**config.mk**
```make
export PLATFORM = sky130hd
export DESIGN_NAME = alu_op_issuer
export DESIGN_NICKNAME = d
export VERILOG_FILES = /design/src/rtl/alu_op_issuer_pkg.sv /design/src/rtl/alu_req_fifo.sv /design/src/rtl/alu_op_issuer.sv
export SDC_FILE = /design/constraint.sdc
export NUM_CORES = 1
export LEC_CHECK = 0
export ABC_AREA = 1
export BUFFER_PORTS_ARGS = -buffer_cell sky130_fd_sc_hd__buf_2
export CORE_MARGIN = 2
export CORE_UTILIZATION = 39
export DETAILED_ROUTE_END_ITERATION = 12
export PLACE_DENSITY = 0.65
export REMOVE_ABC_BUFFERS = 1
export SYNTH_ARGS = -nofsm -noshare
export SYNTH_HDL_FRONTEND = slang
export SYNTH_HIERARCHICAL = 1
export SYNTH_SLANG_ARGS = --single-unit
```
**constraint.sdc**
```tcl
create_clock -name clk -period 12.8 [get_ports clk]
set_input_delay 3.84 -clock clk [delete_from_list [all_inputs] [get_ports clk]]
set_output_delay 3.84 -clock clk [all_outputs]
set_load 0.02 [all_outputs]
```
**src/rtl/alu_op_issuer_pkg.sv**
```systemverilog
// -----------------------------------------------------------------------------
// alu_op_issuer_pkg
// Shared definitions for the PE ALU operand issuer:
//   - default operand and select widths
//   - ALU select encodings (ALU_Sel values understood by the ALU instance)
// -----------------------------------------------------------------------------
package alu_op_issuer_pkg;

   localparam int ALU_WIDTH_DEF = 32;
   localparam int ALU_SEL_W_DEF = 4;

   typedef enum logic [3:0] {
      ALU_ADD  = 4'b0000,
      ALU_SUB  = 4'b0001,
      ALU_MUL  = 4'b0010,
      ALU_DIV  = 4'b0011,
      ALU_SLL  = 4'b0100,
      ALU_SRL  = 4'b0101,
      ALU_ROL  = 4'b0110,
      ALU_ROR  = 4'b0111,
      ALU_AND  = 4'b1000,
      ALU_OR   = 4'b1001,
      ALU_XOR  = 4'b1010,
      ALU_NOR  = 4'b1011,
      ALU_NAND = 4'b1100,
      ALU_XNOR = 4'b1101,
      ALU_SLT  = 4'b1110,
      ALU_SRA  = 4'b1111
   } alu_sel_e;

endpackage

```
**src/rtl/alu_req_fifo.sv**
```systemverilog
// -----------------------------------------------------------------------------
// alu_req_fifo
// Synchronous FIFO holding packed ALU requests.
// Ports:
//   clk, rst      clock (rising edge), asynchronous active-high reset
//   i_push        write i_wdata at the tail (ignored when full)
//   i_wdata       entry to write
//   i_pop         drop the head entry (ignored when empty)
//   o_rdata       head entry, combinational from storage
//   o_count       number of stored entries, 0..DEPTH
//   o_full        count == DEPTH
//   o_empty       count == 0
// -----------------------------------------------------------------------------
module alu_req_fifo #(
   parameter int DW    = 8,
   parameter int DEPTH = 4
) (
   input  logic                      clk,
   input  logic                      rst,
   input  logic                      i_push,
   input  logic [DW-1:0]             i_wdata,
   input  logic                      i_pop,
   output logic [DW-1:0]             o_rdata,
   output logic [$clog2(DEPTH):0]    o_count,
   output logic                      o_full,
   output logic                      o_empty
);

   localparam int PTR_W = $clog2(DEPTH);
   localparam int CNT_W = PTR_W + 1;

   logic [DW-1:0]    r_mem [DEPTH];
   logic [PTR_W-1:0] r_wr_ptr;
   logic [PTR_W-1:0] r_rd_ptr;
   logic [CNT_W-1:0] r_count;
   logic             w_do_push;
   logic             w_do_pop;

   assign o_full    = (r_count == CNT_W'(DEPTH));
   assign o_empty   = (r_count == '0);
   assign o_count   = r_count;
   assign o_rdata   = r_mem[r_rd_ptr];
   assign w_do_push = i_push && !o_full;
   assign w_do_pop  = i_pop && !o_empty;

   // Storage needs no reset: the head is only consumed when count says it is valid.
   always_ff @(posedge clk) begin
      if (w_do_push) begin
         r_mem[r_wr_ptr] <= i_wdata;
      end
   end

   // DEPTH is a power of two, so pointers wrap by natural overflow.
   always_ff @(posedge clk or posedge rst) begin
      if (rst) begin
         r_wr_ptr <= '0;
         r_rd_ptr <= '0;
         r_count  <= '0;
      end else begin
         if (w_do_push) r_wr_ptr <= r_wr_ptr + PTR_W'(1);
         if (w_do_pop)  r_rd_ptr <= r_rd_ptr + PTR_W'(1);
         case ({w_do_push, w_do_pop})
            2'b10:   r_count <= r_count + CNT_W'(1);
            2'b01:   r_count <= r_count - CNT_W'(1);
            default: r_count <= r_count;
         endcase
      end
   end

endmodule

```
**src/rtl/alu_op_issuer.sv**
```systemverilog
// -----------------------------------------------------------------------------
// alu_op_issuer
// Initiator side of the PE ALU operand interface. Tagged requests are queued,
// the queue head drives the combinational ALU, and the ALU result is captured
// into a response register returned over a valid/ready channel.
// Ports:
//   clk, rst                      clock, asynchronous active-high reset
//   req_valid/req_ready           request handshake (ready = FIFO not full)
//   req_a, req_b, req_sel, req_tag request payload
//   alu_A, alu_B, alu_sel         to ALU, from FIFO head (0 when empty)
//   alu_out, alu_carry, alu_zero  from ALU, same cycle
//   rsp_valid/rsp_ready           response handshake
//   rsp_data/carry/zero/err/tag   registered response
//   busy                          work queued or response pending
//   op_count                      responses accepted since reset
// -----------------------------------------------------------------------------
module alu_op_issuer
   import alu_op_issuer_pkg::*;
#(
   parameter int WIDTH = ALU_WIDTH_DEF,
   parameter int SEL_W = ALU_SEL_W_DEF,
   parameter int TAG_W = 4,
   parameter int DEPTH = 4,
   parameter int CNT_W = 16
) (
   input  logic             clk,
   input  logic             rst,
   input  logic             req_valid,
   output logic             req_ready,
   input  logic [WIDTH-1:0] req_a,
   input  logic [WIDTH-1:0] req_b,
   input  logic [SEL_W-1:0] req_sel,
   input  logic [TAG_W-1:0] req_tag,
   output logic [WIDTH-1:0] alu_A,
   output logic [WIDTH-1:0] alu_B,
   output logic [SEL_W-1:0] alu_sel,
   input  logic [WIDTH-1:0] alu_out,
   input  logic             alu_carry,
   input  logic             alu_zero,
   output logic             rsp_valid,
   input  logic             rsp_ready,
   output logic [WIDTH-1:0] rsp_data,
   output logic             rsp_carry,
   output logic             rsp_zero,
   output logic             rsp_err,
   output logic [TAG_W-1:0] rsp_tag,
   output logic             busy,
   output logic [CNT_W-1:0] op_count
);

   localparam int ENT_W  = 2*WIDTH + SEL_W + TAG_W;
   localparam int FCNT_W = $clog2(DEPTH) + 1;

   logic [ENT_W-1:0]  w_wdata;
   logic [ENT_W-1:0]  w_head;
   logic [FCNT_W-1:0] w_count;
   logic              w_full;
   logic              w_empty;
   logic              w_push;
   logic              w_pop;
   logic              w_slot_free;
   logic              w_div0;
   logic [WIDTH-1:0]  w_head_a;
   logic [WIDTH-1:0]  w_head_b;
   logic [SEL_W-1:0]  w_head_sel;
   logic [TAG_W-1:0]  w_head_tag;

   logic              r_rsp_valid;
   logic [WIDTH-1:0]  r_rsp_data;
   logic              r_rsp_carry;
   logic              r_rsp_zero;
   logic              r_rsp_err;
   logic [TAG_W-1:0]  r_rsp_tag;
   logic [CNT_W-1:0]  r_op_count;

   assign w_wdata = {req_a, req_b, req_sel, req_tag};
   assign {w_head_a, w_head_b, w_head_sel, w_head_tag} = w_head;

   assign req_ready   = !w_full;
   assign w_push      = req_valid && !w_full;
   assign w_slot_free = !r_rsp_valid || rsp_ready;
   // Pop decision uses the pre-edge empty flag, so a request never bypasses the queue.
   assign w_pop       = !w_empty && w_slot_free;
   assign w_div0      = (w_head_sel == SEL_W'(ALU_DIV)) && (w_head_b == '0);

   alu_req_fifo #(
      .DW    (ENT_W),
      .DEPTH (DEPTH)
   ) u_fifo (
      .clk     (clk),
      .rst     (rst),
      .i_push  (w_push),
      .i_wdata (w_wdata),
      .i_pop   (w_pop),
      .o_rdata (w_head),
      .o_count (w_count),
      .o_full  (w_full),
      .o_empty (w_empty)
   );

   // Stale storage must not reach the ALU when nothing is queued.
   assign alu_A   = w_empty ? '0 : w_head_a;
   assign alu_B   = w_empty ? '0 : w_head_b;
   assign alu_sel = w_empty ? '0 : w_head_sel;

   always_ff @(posedge clk or posedge rst) begin
      if (rst) begin
         r_rsp_valid <= 1'b0;
         r_rsp_data  <= '0;
         r_rsp_carry <= 1'b0;
         r_rsp_zero  <= 1'b0;
         r_rsp_err   <= 1'b0;
         r_rsp_tag   <= '0;
      end else if (w_pop) begin
         r_rsp_valid <= 1'b1;
         r_rsp_tag   <= w_head_tag;
         if (w_div0) begin
            r_rsp_data  <= '0;
            r_rsp_carry <= 1'b0;
            r_rsp_zero  <= 1'b1;
            r_rsp_err   <= 1'b1;
         end else begin
            r_rsp_data  <= alu_out;
            r_rsp_carry <= alu_carry;
            r_rsp_zero  <= alu_zero;
            r_rsp_err   <= 1'b0;
         end
      end else if (r_rsp_valid && rsp_ready) begin
         r_rsp_valid <= 1'b0;
      end
   end

   always_ff @(posedge clk or posedge rst) begin
      if (rst) begin
         r_op_count <= '0;
      end else if (r_rsp_valid && rsp_ready) begin
         r_op_count <= r_op_count + CNT_W'(1);
      end
   end

   assign rsp_valid = r_rsp_valid;
   assign rsp_data  = r_rsp_data;
   assign rsp_carry = r_rsp_carry;
   assign rsp_zero  = r_rsp_zero;
   assign rsp_err   = r_rsp_err;
   assign rsp_tag   = r_rsp_tag;
   assign busy      = (w_count != '0) || r_rsp_valid;
   assign op_count  = r_op_count;

endmodule

```
After elaboration in Yosys (flattened, before gate mapping)
Memories as Yosys holds them, arrays and structs flattened.
Cells that the tools add are included.
Widths: inputs -> output; s select.
- memories: 1
- memory bits (writable): 288
- output and inout port bits: 126
- word-level logic and storage cells: 48
- register bits: 63
- equal/unequal tests: 4
- add/subtract/negate cells: 5
- reduce and logical (&&, ||, !) cells: 16
- multiplexer cells: 12
- memories (name ; words ; width ; read ports ; clocked after memory_dff ; write ports ; line ; RTL):
    u_fifo.r_mem ; 4 ; 72 ; 1 ; 0 ; 1 ; alu_req_fifo.sv:32 ; logic [DW-1:0] r_mem [DEPTH];
- operators with widths (operator ; number):
    $mux 32 ; 3
    $logic_not 32->1 ; 1
    $add 16x1->16 const B ; 1
    $mux 1 ; 7
    $logic_and 1x1->1 ; 6
    $pmux 3 s2 ; 1
    $add 2x1->2 const B ; 2
    $eq 4x2->1 const B ; 1
    $mux 4 ; 1
    $reduce_bool 2->1 ; 2
    $add 3x1->3 const B ; 1
    $eq 3x3->1 const B ; 1
    $logic_not 1->1 ; 3
    $logic_not 3->1 ; 1
    $reduce_bool 3->1 ; 1
    $sub 3x1->3 const B ; 1
    $eq 2x1->1 const B ; 1
    $eq 2x2->1 const B ; 1
    $logic_or 1x1->1 ; 2

Longest topological paths before layout
Gate-level depths: netlist of run 1.
- depth after elaboration: 6
- gate-level depth with buffers: 16
- mapped depth without buffers: 14

Cells and area by module
Netlist of run 1, hierarchy kept.
- by module, submodules not included (module ; sequential area each (um^2) ; cells each ; area an instance (um^2) ; times used):
    alu_req_fifo ; 8823.5 ; 901 ; 11836.4 ; 1
    alu_op_issuer ; 1401.3 ; 436 ; 3022.9 ; 1

Worst setup path after synthesis of run 1
OpenSTA, ideal clock, no wires.
- kind: input port to flip-flop
- from: input port req_valid
- to: memory u_fifo/r_mem[0][0] (netlist bit), enable pin
- stages: 4
- slack: 5107 ps
- library setup time: 503 ps
- arrival time: 7190 ps
- data required time: 12297 ps
- path through: inv_1 nor2_1 nand2_1 nor2_1
- cells in the longest elaborated chain, start to end: 4
- RTL lines (what ; line ; RTL):
    from (decl) ; alu_op_issuer.sv:28 ; input logic req_valid,
    $logic_and 1x1->1 ; alu_op_issuer.sv:80 ; assign w_push = req_valid && !w_full;
    net w_push ; alu_op_issuer.sv:59 ; logic w_push;
    $logic_and 1x1->1 ; alu_req_fifo.sv:43 ; assign w_do_push = i_push && !o_full;
    $mux 1 ; alu_req_fifo.sv:48 ; if (w_do_push) begin
    $mux 1 (implied by the code) ; alu_req_fifo.sv:49 ; r_mem[r_wr_ptr] <= i_wdata;
    to (decl) ; alu_req_fifo.sv:32 ;
The timed path passes the listed nets, and every way through them passes these cells.

Worst setup path in the final report of run 1
- from: register u_fifo.r_rd_ptr[0]
- to: output port alu_B[26]
- cells in the longest elaborated chain, start to end: 2
- RTL lines (what ; line ; RTL):
    from (decl) ; alu_req_fifo.sv:34 ; logic [PTR_W-1:0] r_rd_ptr;
    from (signal assigned) ; alu_req_fifo.sv:61 ; if (w_do_pop) r_rd_ptr <= r_rd_ptr + PTR_W'(1);
    $mem_v2 4x72 ; -- ;
    net w_head[34] ; alu_op_issuer.sv:55 ; logic [ENT_W-1:0] w_head;
    $mux 32 ; alu_op_issuer.sv:103 ; assign alu_B = w_empty ? '0 : w_head_b;
    to (decl) ; alu_op_issuer.sv:35 ; output logic [WIDTH-1:0] alu_B,
The timed path passes the listed nets, and every way through them passes these cells.

==> impl_metrics.toml, run 1 <==
[run_status]
status = "completed"

[synth]
synth_seq_area_share_pct = 68.8
synth_cells = 1337
synthTopCellsByArea = "edfxtp_1, dfrtp_1, nand2_1, o211ai_1, inv_1"
yosysTopAreaCellShare_pct = 58.2
synth_top_family_by_area = "simple AND/OR/NAND/NOR gates"
synth.area.mux_share_pct = 0
synth_cell_types = 30
syn_area_mm2 = 0.0149
synth-simple-area-share_pct = 13.6
avgSynthCellArea_um2 = 11.1
synthAdderAreaFrac_pct = 0.640
yosysTopAreaCell = "edfxtp_1"
yosysWarningCount = 6
synth-seq-cells = 351
synth_xor_area_share_pct = 0.766
synth_compound_area_share_pct = 7.40

[timing]
tightest_slew_ns = 1.14
rsz0062_at_grt = "no"
finalCritPeriodShare_pct = 56.3
clock.fmax_ghz = 0.139
setup_viol = 0
finalWorstPathRequiredPeriod_ns = 7.20
hold_violations = 0
setup_tns_ns = 0
skew_ns = 0.0130
slew_headroom_pct = 23.7
report.final.slew_viol_count = 0

[clock_network]
cts_hold_buf = 0
htree_levels = 2
cts_sinks = 351
clk-insertion-delay-late_ns = 0.55
cts_root_buffer = "clkbuf_16"
post_cts_buffers = 0
clockBufferDepth = 3
cts_resized = 0
clkTransAtPathRegs_ns = 0.06
cts-buffers-inserted = 39
cts_tree = "done"

[worst_setup_path]
startpoint_type = "register"
critPathRequiredTime_ns = 8.96
critical_path_class = "register to output port"
endpoint_kind = "output port"
worst-path-max-fanout = 170
timing.critical_path.cells = "inv_8 > buf_4 > nand2_1 > o211ai_1 > nand2_1 > inv_1 > nor2_1 > buf_2"
crit_path_max_incr_delay_ns = 0.94
cp.arrival_ns = 3.36
critPathMostFrequentCell = "nand2_1"
slowest_stage = "buf_4"

[floorplanning]
core_area_mm2 = 0.0376
dieArea_mm2 = 0.0397
start_util_pct = 39.5
die_y_um = 199
ioPinCount = 236
std_cell_rows = 71
die_x_um = 199

[cells_and_area]
final_nets = 1680
nFillCells = 3455
stdcell_count = 2108
fin_area_mm2 = 0.0177
areaGrowthSynthToFinish_pct = 18.8
final_cell_mix = "nand2_1, edfxtp_1, inv_1"
final_common_cell = "nand2_1"
drive_gt1_share_pct = 20.1

[pwr]
p_switching_mw = 1.79
ir_drop_mv = 0.156
p_leak_nw = 7.92
p_clk_share_pct = 23.2
swShare_pct = 40.5
p_seq_share_pct = 36.6
p_comb_share_pct = 40.2
p_int_mw = 2.63
p_per_area_mw_per_mm2 = 251

[global_routing]
grt_pass1_vias = 9354
track_usage_pct = 16.3
grt_max_degree = 171
overflow = 0
antenna_found_initial = 6
grt_pass1_wl_mm = 49.7

[route]
via_per_inst = 4.67
dr.pass1.iters = 4
dr.first_iter.drc_count = 428
wl_per_cell_um = 15.3
drtAntennaViolNets = 0
vias = 9849
wirelength_mm = 32.3
remaining_drc_errors = 0

[place]
io_buffers = 235
post-place-cells = 2033
globalplace.congestion = 0.774
placed_cell_area_mm2 = 0.0165
hpwl_mm = 19.4

[flow_run]
maxCapViolCount = 0

[worst_hold_path]
hold_class = "register to register"
-- power by group through the flow --
stage / clock network, mW / logic, mW / registers [mW]
after floorplan: 0 / 1.09 / 1.75
after global placement: 0 / 1.78 / 1.63
after detailed placement: 0 / 1.80 / 1.64
after CTS: 1.06 / 1.81 / 1.62
after global routing: 1.10 / 2.00 / 1.64
final: 1.03 / 1.78 / 1.62
-- through the flow --
step | hold WS, ns | setup slack, ns | utilization (%) | total power, mW
6_report | 0.474 | 5.60 | 47.0 | 4.42
3_3_place_gp | 0.454 | 6.27 | 43.8 | 3.42
2_1_floorplan | 0.461 | 5.11 | - | 2.84
5_1_grt | 0.489 | 5.25 | 47.0 | 4.74
3_5_place_dp | 0.460 | 6.18 | 43.8 | 3.45
4_1_cts | 0.477 | 5.52 | 47.0 | 4.49
-- routing by layer --
metal / share of wire, % / routed length (um) / GRT usage, %
met1: 43 / 14000 / 20.5
met2: 47 / 15100 / 27.4
met3: 7.6 / 2440 / 4.30
met4: 2.1 / 664 / 5.20
met5: 0.17 / 56 / 0
-- final timing paths --
| path | start | to | slack, ns | cells past startpoint |
|---|---|---|---|---|
| max in group asynchronous | rst | rsp_data[19] | 8.71 | 3 |
| worst max-delay path | u_fifo/r_rd_ptr[0] | alu_B[26] | 5.60 | 8 |
| worst min-delay path | rsp_data[15] | rsp_data[15] | 0.47 | 2 |
| min in group asynchronous | rst | u_fifo/r_rd_ptr[0] | 3.24 | 2 |
| worst min register to register | rsp_data[15] | rsp_data[15] | 0.47 | 2 |
| worst max register to register | u_fifo/r_rd_ptr[0] | rsp_data[17] | 8.44 | 11 |
-- cell usage after synthesis --
master / instances
nand2_2: 1
a21oi_1: 1
nor2_1: 100
buf_2: 29
xor2_1: 7
o211ai_1: 144
edfxtp_1: 288
buf_4: 8
buf_6: 9
inv_1: 244
or4_1: 1
nor2_4: 1
nand3b_1: 1
nand3_1: 45
nor3_1: 3
nand2_4: 1
xnor2_1: 6
clkbuf_1: 14
inv_2: 3
fa_1: 1
nand2_1: 347
a21oi_2: 1
buf_1: 4
ha_1: 6
or2_2: 1
nor3b_4: 1
dfrtp_1: 63
nor2_2: 1
nand4_1: 5
o21ai_0: 1
-- registers in the layout, summed over array words and instances (netlist names) --
name,cells
rsp_zero,1
rsp_valid,1
op_count,16
u_fifo/r_wr_ptr,2
rsp_err,1
u_fifo/r_mem,288
u_fifo/r_rd_ptr,2
rsp_tag,4
rsp_data,32
u_fifo/o_count,3
rsp_carry,1
-- cell type report --
cell class,instances,area (um^2),area share [%]
Timing Repair Buffer,249,1280,7.26
Tap cell,511,639,3.62
Inverter,247,936,5.30
Clock buffer,52,1080,6.10
Antenna cell,3,7.51,0.0425
Multi-Input combinational cell,675,3370,19.1
Sequential cell,351,10200,57.9
Clock inverter,20,113,0.638
-- cell families (layout without fill, tap and decap cells) --
kind of cell	Yosys count	in the layout
XOR/XNOR	13	13
AO/OA/AOI/OAI	147	147
adder cells (fa/ha/maj)	7	7
flip-flops	351	351
AND/OR/NAND/NOR	508	508
other	0	3
buffers and inverters	311	568
-- critical path: cells and delay by family (launching register included) --
kind	cells	cell delay, ns
compound gates	1	0.14
flops	1	0.45
simple gates	3	0.34
buf+inv	4	1.79
Power figures use the tool's default switching activity.
==> run 2: changes to the inputs <==
- clock period: 12.8 -> 6.64 ns (I/O delays scaled with it)
==> run 2 against run 1 <==
  * Clock power grew 90%
  * Highest routed layer unchanged
  * Cell area grew 0.12%
  * Clock-buffer cell count grew 2
  * Non-clock buffer count shrank 1
  * Cell count is essentially flat
  * Combinational power grew 94%
  * Critical path type unchanged
  * Sequential share of layout area shrank 0.070 points
  * Utilization grew 0.057 points
  * Die area is the same
  * Total power grew 93%
  * Sequential power grew 92%
  * Clock skew shrank 0.00090 ns
==> impl_metrics.toml, run 2 (synthesized netlist as in run 1, its figures left out) <==
[route]
remaining_drc_errors = 0
via_per_inst = 4.63
wirelength_mm = 32.1
drtAntennaViolNets = 0
dr.pass1.iters = 4
vias = 9766
dr.first_iter.drc_count = 452
wl_per_cell_um = 15.2

[pwr]
p_clk_share_pct = 23.0
p_switching_mw = 3.43
swShare_pct = 40.3
p_comb_share_pct = 40.5
ir_drop_mv = 0.346
p_seq_share_pct = 36.4
p_int_mw = 5.09
p_leak_nw = 7.91
p_per_area_mw_per_mm2 = 482

[cells_and_area]
final_cell_mix = "nand2_1, edfxtp_1, inv_1"
fin_area_mm2 = 0.0177
nFillCells = 3395
areaGrowthSynthToFinish_pct = 18.9
final_common_cell = "nand2_1"
final_nets = 1679
top_register = "u_fifo/r_mem"
drive_gt1_share_pct = 19.9
regArea_mm2 = 0.0102
largest_reg_flops = 288
multiInputGateArea_mm2 = 0.00337

[worst_setup_path]
endpoint_kind = "output port"
cp.arrival_ns = 2.87
critPathRequiredTime_ns = 4.65
critical_path_class = "register to output port"
worst-path-max-fanout = 52
startpoint_type = "register"

[global_routing]
grt_pass1_wl_mm = 49.5
track_usage_pct = 16.2
antenna_found_initial = 10
grt_max_degree = 184
overflow = 0
grt_pass1_vias = 9317

[floorplanning]
dieArea_mm2 = 0.0397
std_cell_rows = 71
core_area_mm2 = 0.0376
start_util_pct = 39.5
die_y_um = 199
ioPinCount = 236
die_x_um = 199

[clock_network]
cts_resized = 0
post_cts_buffers = 0
cts-buffers-inserted = 39
cts_hold_buf = 0
clk-insertion-delay-late_ns = 0.54
cts_sinks = 351
clockBufferDepth = 3
cts_tree = "done"
clkTransAtPathRegs_ns = 0.06
htree_levels = 2
cts_root_buffer = "clkbuf_16"

[place]
hpwl_mm = 19.5
globalplace.congestion = 0.785
io_buffers = 235
placed_cell_area_mm2 = 0.0165

[timing]
skew_ns = 0.0121
slew_headroom_pct = 21.8
clock.fmax_ghz = 0.206
report.final.slew_viol_count = 0
hold_violations = 0
tightest_slew_ns = 1.17
finalCritPeriodShare_pct = 73.2
finalWorstPathRequiredPeriod_ns = 4.86
setup_tns_ns = 0
setup_viol = 0
rsz0062_at_grt = "no"
holdWs_ns = 0.469

[flow_run]
maxCapViolCount = 0

[worst_hold_path]
hold_class = "register to register"

[run_status]
status = "completed"
## run 2: per-layer routing
| metal | vias up | routed length [um] | global-route usage [%] |
|---|---|---|---|
| li1 | 4890 | - | - |
| met1 | 4589 | 14100 | 20.5 |
| met2 | 232 | 14800 | 26.8 |
| met3 | 49 | 2490 | 4.59 |
| met4 | 6 | 646 | 5.36 |
| met5 | - | 32 | 0 |
## run 2: path summary, 6_finish.rpt
check | start | to | slack [ns] | depth (start not counted)
setup / recovery | u_fifo/r_rd_ptr[1] | alu_sel[3] | 1.78 | 7
hold / removal | rsp_tag[3] | rsp_tag[3] | 0.47 | 2
setup reg to reg | u_fifo/r_rd_ptr[0] | rsp_data[17] | 2.68 | 11
hold reg to reg | rsp_tag[3] | rsp_tag[3] | 0.47 | 2
max in group asynchronous | rst | op_count[4] | 4.52 | 3
min in group asynchronous | rst | u_fifo/o_count[0] | 1.40 | 2
## run 2: area by class of cell
class | instances | share of cell area (%)
Timing Repair Buffer | 248 | 7.49
Clock inverter | 14 | 0.396
Inverter | 247 | 5.30
Antenna cell | 9 | 0.127
Clock buffer | 54 | 6.12
Multi-Input combinational cell | 675 | 19.1
Tap cell | 511 | 3.62
Sequential cell | 351 | 57.9
## run 2: through the flow
| stage | total power [mW] | util, % | cells | setup slack, ns |
|---|---|---|---|---|
| final | 8.52 | 47.0 | 2109 | 1.78 |
| after global routing | 9.13 | 47.0 | 2103 | 1.55 |
| after CTS | 8.66 | 47.0 | 2100 | 1.69 |
| after detailed placement | 6.66 | 43.9 | 2032 | 2.22 |
| after global placement | 6.61 | 43.9 | 2032 | 2.22 |
| after floorplan | 5.47 | - | 1273 | 0.795 |
## run 2: power groups by stage
stage,clock network [mW],registers (mW),logic (mW)
floorplan,0,3.37,2.10
global placement,0,3.13,3.48
detailed placement,0,3.15,3.51
CTS,2.02,3.11,3.53
global route,2.10,3.15,3.88
finish,1.96,3.11,3.46
## run 2: critical path, stage by stage (launching register included)
cell and delay (ns):
dfrtp_4 0.41, clkinv_2 0.73, buf_4 0.56, o211ai_1 0.14
nand2_1 0.12, inv_1 0.07, nor2_1 0.06, buf_2 0.22
==> run 3: changes to the inputs <==
- clock period: 6.64 -> 4.5 ns (I/O delays scaled with it)
==> run 3 against run 2 <==
  * Non-clock buffer count increased by 6
  * Largest cell class unchanged
  * First-iteration DRC count increased by 4.0%
  * Die area stayed put
  * Critical path depth is 1 lower
  * Critical path type unchanged
  * Critical endpoint is now alu_B[15]
  * Sequential share of layout area shrank 0.59 points
  * Via count up 1.4%
  * Utilization grew 0.49 points
  * Setup slack worse by 1.1 ns
  * Sequential power up 47%
  * Worst hold slack better by 0.00077 ns
  * Clock skew up 0.0076 ns
==> impl_metrics.toml, run 3 (synthesized netlist as in run 1, its figures left out) <==
[pwr]
swShare_pct = 40.0
p_switching_mw = 5.14
p_int_mw = 7.71
p_clk_share_pct = 23.7
p_leak_nw = 8.00
p_per_area_mw_per_mm2 = 720
ir_drop_mv = 0.414
p_seq_share_pct = 35.7
p_comb_share_pct = 40.6
total_power_mw = 12.8

[worst_setup_path]
critical_path_class = "register to output port"
cp.arrival_ns = 2.47
critPathRequiredTime_ns = 3.15
worst-path-max-fanout = 73
endpoint_kind = "output port"
startpoint_type = "register"

[floorplanning]
die_x_um = 199
ioPinCount = 236
dieArea_mm2 = 0.0397
start_util_pct = 39.5
die_y_um = 199
core_area_mm2 = 0.0376
std_cell_rows = 71

[clock_network]
cts_resized = 0
cts-buffers-inserted = 39
cts_hold_buf = 0
post_cts_buffers = 0
clockBufferDepth = 3
cts_tree = "done"
clkTransAtPathRegs_ns = 0.06
cts_root_buffer = "clkbuf_16"
clk-insertion-delay-late_ns = 0.55
htree_levels = 2
cts_sinks = 351

[route]
wirelength_mm = 32.9
remaining_drc_errors = 0
wl_per_cell_um = 15.6
drtAntennaViolNets = 0
vias = 9900
dr.pass1.iters = 5
dr.first_iter.drc_count = 470
via_per_inst = 4.69

[timing]
skew_ns = 0.0197
rsz0062_at_grt = "no"
tightest_slew_ns = 0.998
report.final.slew_viol_count = 0
clock.fmax_ghz = 0.261
hold_violations = 0
slew_headroom_pct = 33.5
finalWorstPathRequiredPeriod_ns = 3.82
setup_viol = 0
finalCritPeriodShare_pct = 85.0
holdWs_ns = 0.469
fin_ws_ns = 0.675

[flow_run]
maxCapViolCount = 0

[place]
hpwl_mm = 20.7
globalplace.congestion = 0.751
io_buffers = 235
post-place-cells = 2038
post-place-ws_ns = 1.05
placed_cell_area_mm2 = 0.0166

[cells_and_area]
areaGrowthSynthToFinish_pct = 20.2
final_common_cell = "nand2_1"
final_cell_mix = "nand2_1, edfxtp_1, inv_1"
final_nets = 1685
drive_gt1_share_pct = 20.2
nFillCells = 3415
largest_reg_flops = 288
fin_area_mm2 = 0.0179
top_register = "u_fifo/r_mem"
stdcell_count = 2113

[global_routing]
antenna_found_initial = 7
overflow = 0
grt_pass1_vias = 9485
track_usage_pct = 16.5
grt_max_degree = 93
grt_pass1_wl_mm = 50.8

[run_status]
status = "completed"

[worst_hold_path]
hold_class = "register to register"
==> run 3: cell types whose count changed in the layout (fill, tap and decap cells not counted), sizes merged <==
cell	before	now
bufinv	0	3
buf	248	254
clkinvlp	1	0
diode	9	5
clkbuf	54	53
inv	248	247
clkinv	12	14
==> run 3: stage by stage <==
step	util, %	setup TNS, ns
2_1_floorplan	-	-207.17
3_3_place_gp	44.2	0
3_5_place_dp	44.2	0
4_1_cts	47.5	0
5_1_grt	47.5	0
6_report	47.5	0
==> run 3: routing by layer <==
| metal | GRT usage, % | part of all wire (%) | vias to the layer above |
|---|---|---|---|
| li1 | - | - | 4888 |
| met1 | 21.0 | 43 | 4680 |
| met2 | 27.5 | 46 | 277 |
| met3 | 4.86 | 8.4 | 51 |
| met4 | 4.53 | 1.8 | 4 |
| met5 | 0 | 0.067 | - |
==> run 3: critical path: stages, from the launching register on <==
cell and delay, ns:
dfrtp_4 0.41, buf_4 0.76, o211ai_1 0.19, nand2_1 0.14, inv_1 0.04, nor2_1 0.15, buf_2 0.20
==> run 3: power groups by stage <==
stage | Sequential (mW) | Clock, mW | Combinational, mW
after floorplan | 4.98 | 0 | 3.10
after global placement | 4.63 | 0 | 5.25
after detailed placement | 4.65 | 0 | 5.30
after CTS | 4.58 | 3.12 | 5.33
after global routing | 4.65 | 3.25 | 5.86
final | 4.58 | 3.04 | 5.22
==> run 3: final timing paths <==
check	cells past startpoint	end	slack [ns]	startpoint
worst max-delay path	6	alu_B[15]	0.68	u_fifo/r_rd_ptr[1]
max in group asynchronous	3	rsp_data[4]	2.76	rst
worst max register to register	12	rsp_data[30]	1.59	u_fifo/r_rd_ptr[0]
worst min register to register	2	rsp_tag[0]	0.47	rsp_tag[0]
worst min-delay path	2	rsp_tag[0]	0.47	rsp_tag[0]
min in group asynchronous	2	u_fifo/r_wr_ptr[1]	0.77	rst
==> run 3: area by class of cell <==
class | count | area (um^2) | share of cell area [%]
clock buffer | 53 | 1050 | 5.87
multi-input combinational | 675 | 3370 | 18.9
inverter | 247 | 936 | 5.24
sequential | 351 | 10200 | 57.3
antenna | 5 | 12.5 | 0.0701
clock inverter | 17 | 189 | 1.06
tap | 511 | 639 | 3.58
timing repair buffer | 254 | 1430 | 8.02
